[src/rtl/add_sub_pkg.sv]
// Shared definitions for the serial adder/subtractor.
// State encoding and the WIDTH/SEG legality check.
package add_sub_pkg;

  typedef enum logic {
    IDLE = 1'b0,
    RUN  = 1'b1
  } state_t;

  // A legal configuration splits WIDTH into whole SEG-bit segments.
  function automatic bit cfgLegal(
    input int width,
    input int seg
  );
    return (width >= 1) &&
           (seg >= 1) &&
           (seg <= width) &&
           ((width % seg) == 0);
  endfunction

endpackage

[src/rtl/add_sub_serial_if.sv]
// Request/result bundle for add_sub_serial.
// master: start + operands out, busy/done/flags in; slave: reverse.
interface add_sub_serial_if #(
  parameter int WIDTH = 32
);

  logic             start;
  logic [WIDTH-1:0] in1;
  logic [WIDTH-1:0] in2;
  logic             c_in;
  logic             sub_notAdd;
  logic             busy;
  logic             done;
  logic [WIDTH-1:0] s;
  logic             c;
  logic             ovf;
  logic             zero;

  modport master (
    output start,
    output in1,
    output in2,
    output c_in,
    output sub_notAdd,
    input  busy,
    input  done,
    input  s,
    input  c,
    input  ovf,
    input  zero
  );

  modport slave (
    input  start,
    input  in1,
    input  in2,
    input  c_in,
    input  sub_notAdd,
    output busy,
    output done,
    output s,
    output c,
    output ovf,
    output zero
  );

endinterface

[src/rtl/add_sub_seg.sv]
// One SEG-bit ripple slice of the serial adder.
// Ports: a, b, cin in; sum, cout out (purely combinational).
module add_sub_seg #(
  parameter int SEG = 4
) (
  input  logic [SEG-1:0] a,
  input  logic [SEG-1:0] b,
  input  logic           cin,
  output logic [SEG-1:0] sum,
  output logic           cout
);

  logic [SEG:0] wide;

  assign wide = {1'b0, a}
              + {1'b0, b}
              + {{SEG{1'b0}}, cin};

  assign sum  = wide[SEG-1:0];
  assign cout = wide[SEG];

endmodule

[src/rtl/add_sub_serial.sv]
// Multi-cycle add/sub: in1 + (in2 ^ {W{sub}}) + c_in, SEG bits per clock.
// Ports: clock, reset (sync, active-high), bus (slave: start/operands in; busy/done/s/c/ovf/zero out).
module add_sub_serial
  import add_sub_pkg::*;
#(
  parameter int WIDTH = 32,
  parameter int SEG   = 4
) (
  input logic           clock,
  input logic           reset,
  add_sub_serial_if.slave bus
);

  localparam int NSEG = WIDTH / SEG;
  localparam int IW   = (NSEG > 1) ? $clog2(NSEG) : 1;

  localparam logic [IW-1:0] LAST = IW'(NSEG - 1);
  localparam logic [IW-1:0] ONE  = IW'(1);

  generate
    if (!cfgLegal(WIDTH, SEG)) begin : g_badCfg
      $error("add_sub_serial: WIDTH must be a multiple of SEG");
    end
    if ($bits(bus.s) != WIDTH) begin : g_badBus
      $error("add_sub_serial: bus width differs from WIDTH");
    end
  endgenerate

  state_t state;
  state_t nextState;

  logic accept;
  logic lastSeg;

  logic [IW-1:0]    idx;
  logic             carry;
  logic [WIDTH-1:0] opA;
  logic [WIDTH-1:0] opB;
  logic [WIDTH-1:0] work;
  logic [WIDTH-1:0] workNext;

  logic [SEG-1:0] aSeg;
  logic [SEG-1:0] bSeg;
  logic [SEG-1:0] sumSeg;
  logic           coutSeg;

  logic             doneR;
  logic [WIDTH-1:0] sR;
  logic             cR;
  logic             ovfR;
  logic             zeroR;

  // ---------------- FSM ----------------

  always_ff @(posedge clock) begin
    if (reset) begin
      state <= IDLE;
    end else begin
      state <= nextState;
    end
  end

  always_comb begin
    nextState = state;
    accept    = 1'b0;
    lastSeg   = 1'b0;
    unique case (state)
      IDLE: begin
        if (bus.start) begin
          accept    = 1'b1;
          nextState = RUN;
        end
      end
      RUN: begin
        if (idx == LAST) begin
          lastSeg   = 1'b1;
          nextState = IDLE;
        end
      end
    endcase
  end

  // ---------------- segment slice ----------------

  assign aSeg = opA[int'(idx)*SEG +: SEG];
  assign bSeg = opB[int'(idx)*SEG +: SEG];

  add_sub_seg #(
    .SEG (SEG)
  ) u_seg (
    .a    (aSeg),
    .b    (bSeg),
    .cin  (carry),
    .sum  (sumSeg),
    .cout (coutSeg)
  );

  // The result word as it stands after this edge's segment lands;
  // the last edge publishes it directly so s never lags a cycle.
  always_comb begin
    workNext = work;
    workNext[int'(idx)*SEG +: SEG] = sumSeg;
  end

  // ---------------- datapath ----------------

  always_ff @(posedge clock) begin
    if (reset) begin
      idx   <= '0;
      carry <= 1'b0;
      opA   <= '0;
      opB   <= '0;
      work  <= '0;
      doneR <= 1'b0;
      sR    <= '0;
      cR    <= 1'b0;
      ovfR  <= 1'b0;
      zeroR <= 1'b0;
    end else begin
      doneR <= lastSeg;
      if (accept) begin
        opA   <= bus.in1;
        opB   <= bus.in2 ^ {WIDTH{bus.sub_notAdd}};
        carry <= bus.c_in;
        idx   <= '0;
      end else if (state == RUN) begin
        work  <= workNext;
        carry <= coutSeg;
        idx   <= lastSeg ? '0 : idx + ONE;
        if (lastSeg) begin
          sR    <= workNext;
          cR    <= coutSeg;
          // Same-sign operands giving an opposite-sign sum.
          ovfR  <= (opA[WIDTH-1] == opB[WIDTH-1]) &&
                   (workNext[WIDTH-1] != opA[WIDTH-1]);
          zeroR <= (workNext == '0);
        end
      end
    end
  end

  // ---------------- outputs ----------------

  assign bus.busy = (state == RUN);
  assign bus.done = doneR;
  assign bus.s    = sR;
  assign bus.c    = cR;
  assign bus.ovf  = ovfR;
  assign bus.zero = zeroR;

endmodule

[src/flat_wrapper.sv]
// flat-port wrapper written by rule: the top's interface ports become plain ports
module add_sub_serial_flat import add_sub_pkg::*;
#(
  parameter int WIDTH = 32,
  parameter int SEG   = 4
)
  (clock, reset, bus_start, bus_in1, bus_in2, bus_c_in, bus_sub_notAdd, bus_busy, bus_done, bus_s, bus_c, bus_ovf, bus_zero);
  add_sub_serial_if #(.WIDTH(WIDTH)) bus_i ();
  input logic clock;
  input logic reset;
  input wire logic [$bits(bus_i.start)-1:0] bus_start;
  input wire logic [$bits(bus_i.in1)-1:0] bus_in1;
  input wire logic [$bits(bus_i.in2)-1:0] bus_in2;
  input wire logic [$bits(bus_i.c_in)-1:0] bus_c_in;
  input wire logic [$bits(bus_i.sub_notAdd)-1:0] bus_sub_notAdd;
  output wire logic [$bits(bus_i.busy)-1:0] bus_busy;
  output wire logic [$bits(bus_i.done)-1:0] bus_done;
  output wire logic [$bits(bus_i.s)-1:0] bus_s;
  output wire logic [$bits(bus_i.c)-1:0] bus_c;
  output wire logic [$bits(bus_i.ovf)-1:0] bus_ovf;
  output wire logic [$bits(bus_i.zero)-1:0] bus_zero;
  assign bus_i.start = bus_start;
  assign bus_i.in1 = bus_in1;
  assign bus_i.in2 = bus_in2;
  assign bus_i.c_in = bus_c_in;
  assign bus_i.sub_notAdd = bus_sub_notAdd;
  assign bus_busy = bus_i.busy;
  assign bus_done = bus_i.done;
  assign bus_s = bus_i.s;
  assign bus_c = bus_i.c;
  assign bus_ovf = bus_i.ovf;
  assign bus_zero = bus_i.zero;
  add_sub_serial #(.WIDTH(WIDTH), .SEG(SEG)) u_core (.clock(clock), .reset(reset), .bus(bus_i));
endmodule
[config.mk]
export PLATFORM = sky130hd
export DESIGN_NAME = add_sub_serial_flat
export DESIGN_NICKNAME = d
export VERILOG_FILES = /design/src/rtl/add_sub_pkg.sv /design/src/rtl/add_sub_serial_if.sv /design/src/rtl/add_sub_seg.sv /design/src/rtl/add_sub_serial.sv /design/src/flat_wrapper.sv
export SDC_FILE = /design/constraint.sdc
export NUM_CORES = 1
export LEC_CHECK = 0
export ABC_AREA = 1
export BUFFER_PORTS_ARGS = -buffer_cell sky130_fd_sc_hd__buf_2
export CELL_PAD_IN_SITES_DETAIL_PLACEMENT = 1
export CELL_PAD_IN_SITES_GLOBAL_PLACEMENT = 1
export CORE_MARGIN = 4
export CORE_UTILIZATION = 44
export DETAILED_ROUTE_END_ITERATION = 16
export PLACE_DENSITY = 0.83
export SYNTH_ARGS = -nofsm -noshare
export SYNTH_HDL_FRONTEND = slang
export SYNTH_HIERARCHICAL = 1
export SYNTH_SLANG_ARGS = --single-unit
[constraint.sdc]
create_clock -name clock -period 8.2 [get_ports clock]
set_clock_uncertainty 0.1 [all_clocks]
set_input_delay 0.82 -clock clock [delete_from_list [all_inputs] [get_ports clock]]
set_output_delay 0.82 -clock clock [all_outputs]
set_load 0.03 [all_outputs]
== Yosys cells after proc, flatten, opt, wreduce, memory -nomap -nowiden ==
Index checks and enable logic that the tools add are counted.
Operators by class
  shift operators: 4
  add/subtract/negate cells: 4
  multiplexer cells: 10
  bitwise operators: 3
  reduce and logical (&&, ||, !) cells: 6
  equal/unequal tests: 3
Operators by type and width (number)
  $shiftx 32x6->4: 2
  $neg 5->33: 1
  $shift 4x33->32 const A: 1
  $shiftx 4x33->32: 1
  $bwmux 32: 1
  $logic_not 32->1: 1
  $xor 32x32->32: 1
  $mux 1: 7
  $add 4x4->5: 1
  $add 5x1->5: 1
  $add 3x1->3 const B: 1
  $eq 3x3->1 const B: 1
  $mux 3: 1
  $reduce_and 3->1: 1
  $not 1->1: 2
  $pmux 1 s2: 1
  $reduce_and 2->1: 1
  $reduce_bool 2->1: 1
  $reduce_or 2->1: 1
  $eq 1x1->1: 1
  $logic_and 1x1->1: 1
  $ne 1x1->1: 1
Storage, ports and cells
  bits in registers: 137
  word-level logic and storage cells: 41
  output and inout bits: 37

== Logic depth before layout (Yosys ltp) ==
  depth in word-level cells: 7
  depth in mapped cells: 23
  mapped depth without buffers: 22

== Cells and area by module ==
The synthesis kept the hierarchy.
Modules (own cells, without submodules)
  add_sub_serial: cells each 918, times used 1, area an instance 6518.8 um^2, sequential area each 2742.6 um^2
  add_sub_seg: cells each 25, times used 1, area an instance 165.2 um^2, sequential area each 0.0 um^2

== Least setup slack after synthesis ==
OpenSTA, ideal clock, no wires.
  kind: reg-to-reg
  start point: register u_core.idx[0]
  end point: register u_core.zeroR (netlist: u_core/bus.zero)
  data arrival time: 3078 ps
  data required time: 7972 ps
  path buffers: 2
  setup slack: 4895 ps
  setup time: 128 ps
  period minus slack after synthesis: 3305 ps
  stages on the path, launching flop included: 23
  path through: dfxtp_1 -> inv_2 -> buf_2 -> clkbuf_1 -> nor2_1 -> o22ai_1 -> nor2_1 -> a31oi_1 -> fa_1 -> inv_1 -> fa_1 -> xnor2_1 -> nand2_1 -> nor2_1 -> nand2_1 -> nand2_1 -> nor2_1 -> nand2_1 -> nor2_1 -> nand3_1 -> nor2_1 -> nor2_1 -> nor2_1
On the way
  word-level cells in the longest chain between the ends: 6
  elaborated cells between the ends (all ways): 13
  classes of those cells: add/sub (3); eq/ne (1); shift (4); mux (3); reduce/logical (2)
Ends and longest elaborated chain
  start: declaration: line add_sub_serial.sv:35  | logic [IW-1:0] idx;
  start signal: assignment: line add_sub_serial.sv:129  | idx <= lastSeg ? '0 : idx + ONE;
  $shiftx 32x6->4: line add_sub_serial.sv:85  | assign aSeg = opA[int'(idx)*SEG +: SEG];
  via u_core.aSeg[0]: line add_sub_serial.sv:42  | logic [SEG-1:0] aSeg;
  $add 4x4->5: line add_sub_seg.sv:16  | + {1'b0, b}
  $add 5x1->5: line add_sub_seg.sv:17  | + {{SEG{1'b0}}, cin};
  via u_core.sumSeg[2]: line add_sub_serial.sv:44  | logic [SEG-1:0] sumSeg;
  $shiftx 4x33->32: line add_sub_serial.sv:102  | workNext[int'(idx)*SEG +: SEG] = sumSeg;
  $bwmux 32: line add_sub_serial.sv:102
  $logic_not 32->1: line add_sub_serial.sv:136  | zeroR <= (workNext == '0);
  end signal: assignment: line add_sub_serial.sv:136
  end: declaration: line add_sub_serial.sv:51  | logic zeroR;
The timed path passes the listed nets, and every way through them passes these cells.
A chain may end at the register's enable or synchronous reset.

== Worst setup path in the final report ==
  start point: register u_core.idx[0]
  end point: register u_core.zeroR (netlist: u_core/bus.zero)
On the way
  word-level cells in the longest chain between the ends: 6
  elaborated cells between the ends (all ways): 13
  classes of those cells: add/sub (3); eq/ne (1); shift (4); mux (3); reduce/logical (2)
Ends and longest elaborated chain
  $shiftx 32x6->4: line add_sub_serial.sv:86  | assign bSeg = opB[int'(idx)*SEG +: SEG];
  via u_core.bSeg[0]: line add_sub_serial.sv:43  | logic [SEG-1:0] bSeg;
  $add 4x4->5: line add_sub_seg.sv:16
  $add 5x1->5: line add_sub_seg.sv:17
  via u_core.sumSeg[2]: line add_sub_serial.sv:44
  $shiftx 4x33->32: line add_sub_serial.sv:102
  $bwmux 32: line add_sub_serial.sv:102
  $logic_not 32->1: line add_sub_serial.sv:136
The timed path passes the listed nets, and every way through them passes these cells.

==> flow_summary_export.csv <==
group,metric,value,unit
status,outcome,"finished, final reports clean",
synthesis,synth_seq_cells,137,
die,fp-row-count,44,
sta,setup_viol,0,
synthesis,synth_cells,943,
setup_path,reg2regPathDepth,22,
detailed_routing,antenna_left,0,
sta,tns,0,ns
power,clockPowerShare,0.465,
sta,hold_viol_final,0,
setup_path,worstSetupPathType,"register to register",
synthesis,yosys_warnings,6,
hold_path,hold_start,"u_core/bus.c",
synthesis,synth_mux_area_frac,0,
sta,maxSlewViolCount,0,
power,p_int,1.371,mW
synthesis,synthTopCellsByCount,"nor2_1, dfxtp_1, o21ai_0, inv_1, nand2_1",
die,start_util,0.4547,
synthesis,synth_cell_types,35,
layout,stdcell_area,0.007905,mm2
synthesis,synth-xor-area-share,0.04324,
grt,grt_use_total,0.2265,
power,p_leak,3.803,nW
die,core,0.01470,mm2
die,boundaryPins,106,
die,dieArea,0.01723,mm2
clock_network,cts.sinks,137,
placement,port_buffers,105,
setup_path,worstPathMaxFanout,45,
synthesis,synth_compound_area_frac,0.2170,
grt,grt_max_degree,99,
setup_path,r2r-start,"u_core/idx[0]",
power,ir_worst_vdd,0.1548,mV
die,die_w,131.3,um
clock_network,cts-root-buf,"clkbuf_16",
power,powerDensity,235.0,mW/mm2
grt,grt_pass1_wl,32.19,mm
synthesis,syn_avg_cell_area,7.088,um2
detailed_routing,vias_per_cell,5.268,
hold_path,hold_depth,2,
synthesis,synth.largest_area_cell,"dfxtp_1",
synthesis,synth_most_common_cell,"nor2_1",
setup_path,regToRegSetupSlack,4.13,ns
layout,syn2layout_area_growth,18.27,%
sta,tightest_slew,0.8813,ns
setup_path,worstPathArrival,4.25,ns
layout,antenna_cells,0,
synthesis,synth-seq-area-share,0.4103,
die,die_height,131.3,um
clock_network,cts_made_buffers,17,
clock_network,cts_tree,"done",
detailed_routing,postRouteWirelength,19.44,mm
layout,nNetsFinal,1092,
placement,placed_cell_area,0.007233,mm2
layout,drive_gt1_frac,0.1696,
synthesis,synth_flop_cell,"dfxtp_1",
sta,rsz0062_at_grt,"false",
synthesis,synth_top_family_by_area,"compound AO/OA/AOI/OAI gates",
sta,fmax,245.6,MHz
detailed_routing,post-route-drc-count,0,
clock_network,postCtsHoldBufs,0,
sta,max_slew_margin,0.4118,
clock_network,clk_pin_slew_worst_paths,0.06,ns
synthesis,yosys.area_share.adder,0.02097,
detailed_routing,drt_iter0_drc,363,
synthesis,synth_fp_nets,1022,
detailed_routing,dr.pass1.iters,4,
detailed_routing,wire_per_inst,16.07,um
sta,min_period_over_period,0.4965,
placement,gp_congestion,0.8936,
grt,overflow,0,
synthesis,async_flop_share,0,
clock_network,clock_latency,0.42,ns
run,cap_violations,0,
power,swShare,0.2619,
hold_path,whs_endpoint,"u_core/bus.c",
sta,post-route-min-period,4.071,ns
synthesis,yosys.area_share.simple,0.2031,
synthesis,yosys.area.top_type_share,0.4103,
detailed_routing,vias,6374,
power,seqPwrFrac,0.396,
synthesis,synthesis.area,0.006684,mm2
setup_path,cp_data_required_time,8.38,ns
hold_path,min_path_type,"register to register",
clock_network,clk_path_buf_depth,2,
synthesis,synth_edf_count,0,
power,p_sw,486.5,uW
setup_path,startpoint_type,"register",
clock_network,htree_levels,4,
placement,dp.final_hpwl,13.44,mm
clock_network,cts.repair.resized,0,
grt,antenna_found_initial,0,
clock_network,postCtsSetupRepairBufs,0,
setup_path,critPathCaptureType,"register",
grt,first_global_vias,6515,
power,finalPower,1.858,mW
placement,placedCellCount,1178,
power,pwr-share-comb,0.139,
layout,fin_cells,1210,
synthesis,ys_top_cells_by_area,"dfxtp_1, o21ai_0, nor2_1",
setup_path,worstReg2RegEnd,"u_core/bus.zero",
## through the flow
step	worst slack, ns	utilization	hold WS, ns
after detailed placement	4.182	0.4921	0.3625
after global placement	4.387	0.4921	0.3613
final	4.129	0.5378	0.3699
after floorplan	4.895	-	0.3436
after global routing	3.638	0.5378	0.3987
after CTS	4.134	0.5378	0.3741
## metal layers
metal / track usage / wire length (um)
met1: 0.2660 / 8131
met5: 0 / 0
met4: 0.07701 / 422
met2: 0.4119 / 10260
met3: 0.04625 / 628
## cell usage in the layout (no fill, tap or decap), types with 3 or more instances in the layout
cell type / instances
o211ai_1: 35
a31oi_1: 7
nand2_2: 3
clkbuf_8: 4
inv_1: 110
buf_4: 5
o22ai_1: 4
nand3_1: 18
a21oi_1: 63
nor2_1: 167
nor3_1: 3
nand4_1: 5
ha_1: 8
xnor2_1: 33
buf_2: 105
o21ai_1: 13
o21ai_0: 134
nor2_4: 5
bufinv_16: 5
nand2_1: 109
clkbuf_16: 17
dfxtp_1: 137
inv_2: 6
o21ai_2: 6
nor2_2: 4
## layout make-up
type,instances,area [um2]
sequential,137,2743
clock buffer,22,484.2
clock inverter,10,187.7
fill,1887,6794
tap,184,230.2
inverter,119,452.9
timing repair buffer,110,563.0
multi-input combinational,628,3244
## kinds of logic after synthesis
family                     after synthesis
AOI/OAI and AO/OA                      264
adders and majority gates               10
DFF                                    137
xor gates and xnor gates                33
and+or+nand+nor                        321
buffers and inverters                  178
## sequential cells by signal, indices dropped and copies added (netlist names)
| name | count |
|---|---|
| u_core/bus.done | 1 |
| u_core/work | 32 |
| u_core/opB | 32 |
| u_core/bus.s | 32 |
| u_core/idx | 3 |
| u_core/carry | 1 |
| u_core/opA | 32 |
| u_core/bus.ovf | 1 |
| u_core/bus.zero | 1 |
| u_core/bus.c | 1 |
| u_core/bus.busy | 1 |
## worst max-delay path, cell delays in order (launching register included)
cell and delay [ns]:
dfxtp_1 0.32, buf_4 0.37, inv_2 0.39, a21oi_1 0.22, o21ai_0 0.09, nand2_1 0.09
nor2_1 0.04, a31oi_1 0.20, fa_1 0.27, inv_1 0.07, fa_1 0.40, xnor2_1 0.27
nand2_1 0.09, nor2_1 0.35, nand2_1 0.11, nand2_1 0.11, nor2_1 0.06, nand2_1 0.08
nor2_1 0.05, nand3_1 0.06, nor2_1 0.04, nor2_1 0.08, nor2_1 0.04
## worst max-delay path by stage
stage	start	to	slack, ns	depth (start not counted)
floorplan	u_core/idx[0]	u_core/bus.zero	4.89	22
global placement	u_core/idx[0]	u_core/bus.zero	4.39	22
detailed placement	u_core/idx[0]	u_core/bus.zero	4.18	22
CTS	u_core/idx[0]	u_core/bus.zero	4.13	22
global route	u_core/idx[0]	u_core/bus.zero	3.64	22
finish	u_core/idx[0]	u_core/bus.zero	4.13	22
## power by group through the flow
stage	Combinational (mW)	Clock, mW	Sequential (mW)
after floorplan	0.184	0	0.738
after detailed placement	0.256	0	0.748
after global routing	0.292	0.915	0.740
after CTS	0.260	0.880	0.736
after global placement	0.248	0	0.748
final	0.258	0.864	0.735
Power figures use the tool's default switching activity.
